<file path="src/rtl/pulse_stretcher.sv">
// rtl/pulse_stretcher.sv - event pulse to fixed-length LED blink stretcher with replay queue (optional Clear via PULSE_STRETCHER_CLEAR_EN)
module pulse_stretcher #(
  parameter int ON_CYCLES  = 5000000,
  parameter int GAP_CYCLES = 5000000,
  parameter int PEND_W     = 4
) (
  input  logic              Clk,
  input  logic              Rst_n,
  input  logic              Pulse,
`ifdef PULSE_STRETCHER_CLEAR_EN
  input  logic              Clear,
`endif
  output logic              Led,
  output logic              Busy,
  output logic [PEND_W-1:0] Pending,
  output logic              Overflow
);

  // Timer is sized for the longer of the two windows; it is cleared on
  // every state change so it never needs to wrap.
  localparam int MAX_CYCLES = (ON_CYCLES > GAP_CYCLES) ? ON_CYCLES : GAP_CYCLES;
  localparam int TW         = $clog2(MAX_CYCLES + 1);

  localparam logic [TW-1:0]     ON_LAST   = TW'(ON_CYCLES - 1);
  localparam logic [TW-1:0]     GAP_LAST  = TW'(GAP_CYCLES - 1);
  localparam logic [PEND_W-1:0] QUEUE_MAX = {PEND_W{1'b1}};

  typedef enum logic [1:0] {
    ST_IDLE = 2'd0,
    ST_ON   = 2'd1,
    ST_GAP  = 2'd2
  } state_t;

  state_t            state_q, state_d;
  logic [TW-1:0]     timer_q, timer_d;
  logic [PEND_W-1:0] pending_q, pending_d;
  logic              overflow_q, overflow_d;
  logic              led_q, led_d;
  logic              busy_q, busy_d;

  logic clear_req;
  logic on_done;
  logic gap_done;
  logic enq;
  logic deq;

`ifdef PULSE_STRETCHER_CLEAR_EN
  assign clear_req = Clear;
`else
  assign clear_req = 1'b0;
`endif

  // Window end markers, true on the last cycle of each timed state.
  assign on_done  = (state_q == ST_ON)  && (timer_q == ON_LAST);
  assign gap_done = (state_q == ST_GAP) && (timer_q == GAP_LAST);

  // A pulse while busy is queued; a replay is taken off the queue at the
  // end of a gap when something is waiting.
  assign enq = Pulse && (state_q != ST_IDLE);
  assign deq = gap_done && (pending_q != '0);

  // State register plus all registered outputs and counters.
  always_ff @(posedge Clk or negedge Rst_n) begin
    if (!Rst_n) begin
      state_q    <= ST_IDLE;
      timer_q    <= '0;
      pending_q  <= '0;
      overflow_q <= 1'b0;
      led_q      <= 1'b0;
      busy_q     <= 1'b0;
    end else begin
      state_q    <= state_d;
      timer_q    <= timer_d;
      pending_q  <= pending_d;
      overflow_q <= overflow_d;
      led_q      <= led_d;
      busy_q     <= busy_d;
    end
  end

  // Next-state logic: IDLE -> ON on an event, ON -> GAP after the on window,
  // GAP -> ON (replay) or IDLE after the gap; Clear forces IDLE.
  always_comb begin
    state_d = state_q;
    unique case (state_q)
      ST_IDLE: if (Pulse)    state_d = ST_ON;
      ST_ON:   if (on_done)  state_d = ST_GAP;
      ST_GAP:  if (gap_done) state_d = (pending_q != '0) ? ST_ON : ST_IDLE;
      default:               state_d = ST_IDLE;
    endcase
    if (clear_req) begin
      state_d = ST_IDLE;
    end
  end

  // Timer, queue and overflow updates, plus the registered LED/Busy drives
  // derived from the upcoming state so they line up with it.
  always_comb begin
    timer_d    = timer_q;
    pending_d  = pending_q;
    overflow_d = overflow_q;

    if (state_d != state_q || state_q == ST_IDLE) begin
      timer_d = '0;
    end else begin
      timer_d = timer_q + 1'b1;
    end

    if (enq && !deq) begin
      if (pending_q == QUEUE_MAX) begin
        overflow_d = 1'b1;
      end else begin
        pending_d = pending_q + 1'b1;
      end
    end else if (deq && !enq) begin
      pending_d = pending_q - 1'b1;
    end

    if (clear_req) begin
      timer_d    = '0;
      pending_d  = '0;
      overflow_d = 1'b0;
    end

    led_d  = (state_d == ST_ON);
    busy_d = (state_d != ST_IDLE);
  end

  assign Led      = led_q;
  assign Busy     = busy_q;
  assign Pending  = pending_q;
  assign Overflow = overflow_q;

endmodule

</file>
<file path="config.mk">
export PLATFORM = sky130hd
export DESIGN_NAME = pulse_stretcher
export DESIGN_NICKNAME = d
export VERILOG_FILES = /design/src/rtl/pulse_stretcher.sv
export SDC_FILE = /design/constraint.sdc
export NUM_CORES = 1
export LEC_CHECK = 0
export CORE_MARGIN = 3
export CORE_UTILIZATION = 50
export CTS_CLUSTER_SIZE = 25
export DETAILED_ROUTE_END_ITERATION = 7
export PLACE_DENSITY = 0.73
export SLEW_MARGIN = 10
export SYNTH_ARGS = -nofsm -noshare
export SYNTH_HDL_FRONTEND = slang
export SYNTH_SLANG_ARGS = --single-unit
export TNS_END_PERCENT = 20
</file>
<file path="constraint.sdc">
create_clock -name Clk -period 3.2 [get_ports Clk]
set_input_delay 0.48 -clock Clk [delete_from_list [all_inputs] [get_ports Clk]]
set_output_delay 0.48 -clock Clk [all_outputs]
set_load 0.02 [all_outputs]
</file>
==> metrics <==
Post-Route WL=2960 um; Vias=1211; worst path cell trace=nor4_1 > nor2_1 > nand4_4 > or2b_1 > ha_1 > a21o_1 > a21oi_1 > and2b_1 > mux2_4 > a22oi_1; hold crit path type=reg2reg; Post-Synthesis Cells=165; async set-reset flop share out of synthesis=100%; leading cell type in the layout, fill and taps excluded=dfrtp_1; clk slew on worst S/H paths=0.10 ns; DP HPWL=2140 um; syn_area_per_cell=10.4 um^2; kind of critical path=reg2reg; Starting Density=54.5%; die width=64.6 um; PortBufs=9; Area growth syn-to-layout=10.9%; Util after Layout=60.5%; total number of H-tree levels=2; met3 routed WL=106 um; post-route insts no fill=222; Post-CTS Repair Setup Buffers=0; largest net degree at the start of global routing=33; Design Power=940 uW; number of CTS-inserted buffers=5; Die Footprint=4180 um^2; Net Sw Frac=28.8%; WL met1=1400 um; ratio of cells with drive above 1 in the final layout=11.8%; max_cap viols=0; Setup violations, final=0; cts repair resizes=0; slowest cell on the critical path=dfrtp_1; max incr delay on CP=0.46 ns; first-pass GRT wire length=5460 um; Placed Cells=215; NumNets Final=185; post-route minimum period=2.88 ns; Root Buffer=clkbuf_4; crit path capture type=flop; pwr/cell area=493 nW/um^2; Power Internal=669 uW; CP max FO=6; top_reg_cell synth=dfrtp_1; #FFs+latches synth=32; Post-Synthesis Cell Area=1720 um^2; Seq/Total Area, Yosys=46.6%; fmax=0.348 GHz; number of global-route vias before repair=1206; Post-synth EDFFs=0; clk_lat worst skew=0.33 ns; initial detailed-routing violation count=75; count of hold-fix buffers inserted at cts=0; Detail Route met2 WL=1420 um; drt drc=0; Fin Clk Skew=0.0166 ns; total negative slack=0 ns; Initial DRT Pass Iterations=4; Seq pwr share=49.9%; # rows=20; Synth cell types=46; leakage=0.000873 uW; Arr. time, crit path=3.14 ns; I/O pin total=10; Hold Fails Final Rpt=0; GRT Util Overall=17.0%; GP Congestion=0.794; WL per Instance=13.3 um; clock sink total=32; average vias per placed instance=5.45; Slew headroom=55.4%; clock power share=27.3%; CTS tree=built; die height=64.6 um; critical path's top delay family=simple AND/OR/NAND/NOR gates; status=finished, final reports clean; Critical Path Source Type=flop; peak supply drop=0.285 mV; Synth Net Count=172; core area=3150 um^2; grt ovf=0; WP data required=3.46 ns; dpl cell area=1840 um^2; P_sw=271 uW; RSZ-0062 raised after global routing=no; Max Slew Vio Count=0; Crit path buffers/inverters=0; cell area after layout=1910 um^2; logic gate share of total power=22.8%; Top Metal Used=met4; most frequent cells in the layout=dfrtp_1, nor2_1, xor2_1, nand2_1, nand3_1; Antenna diodes=0; Max Root-Sink Buffers=2; Synth warnings=0; fin crit share=89.9%; ANT nets after route=0; initial antenna violation count=0; Worst Max-Slew Pin Slew=0.669 ns
==> flip-flops by register name (all words and copies together), names as in the netlist <==
| name | flops |
|---|---|
| timer_q | 23 |
| state_q | 2 |
| Led | 1 |
| Busy | 1 |
| Pending | 4 |
| Overflow | 1 |
==> metal layers <==
metal	track usage (%)	up-vias
met5	0	-
met4	5.54	0
met3	5.37	5
met2	28.1	13
met1	21.0	589
li1	-	604
==> kinds of logic after synthesis <==
family	synth area share (%)
simple gates	27.8
flops	46.6
xor+xnor	10.2
compound gates	6.99
buf+inv	2.40
mux	2.69
fa+ha+maj	3.35
==> power by group through the flow <==
stage          registers [uW]  clock network (uW)  logic (uW)
2_1_floorplan             504                   0        98.3
3_3_place_gp              476                   0         211
3_5_place_dp              478                   0         217
4_1_cts                   470                 265         218
5_1_grt                   477                 283         237
6_report                  469                 257         214
==> path summary, 6_finish.rpt <==
check	from	to	slack [ns]	depth (start not counted)
min in group asynchronous	Rst_n	Pending[3]	0.53	2
min reg2reg	Overflow	Overflow	0.50	1
max reg2reg	Pending[0]	Pending[3]	0.32	10
max	Pending[0]	Pending[3]	0.32	10
max in group asynchronous	Rst_n	timer_q[10]	2.37	2
min	Overflow	Overflow	0.50	1
==> cells in the mapped netlist (3+ instances only) <==
library cell	n	area [um^2]
inv_1	3	11.3
xor2_1	18	158
nand2_1	12	45.0
nand4_1	8	50.1
dfrtp_1	32	801
ha_1	3	37.5
and3_1	3	18.8
nor2_1	26	97.6
nand3_1	10	50.1
==> stage by stage <==
stage               worst slack [ns]  hold slack, ns
finish                         0.322           0.497
floorplan                      0.479           0.184
detailed placement             0.320           0.478
CTS                            0.296           0.504
global route                  0.0342           0.537
global placement               0.359           0.486
==> final cells by class <==
| class | count | area [um^2] |
|---|---|---|
| well taps | 44 | 55.1 |
| repair buffers | 10 | 97.6 |
| fillers | 279 | 1250 |
| clock buffers | 7 | 65.1 |
| multi-input cells | 126 | 877 |
| inverters | 3 | 11.3 |
| flip-flops and latches | 32 | 801 |
No activity file was read; power rests on OpenSTA's default activity.
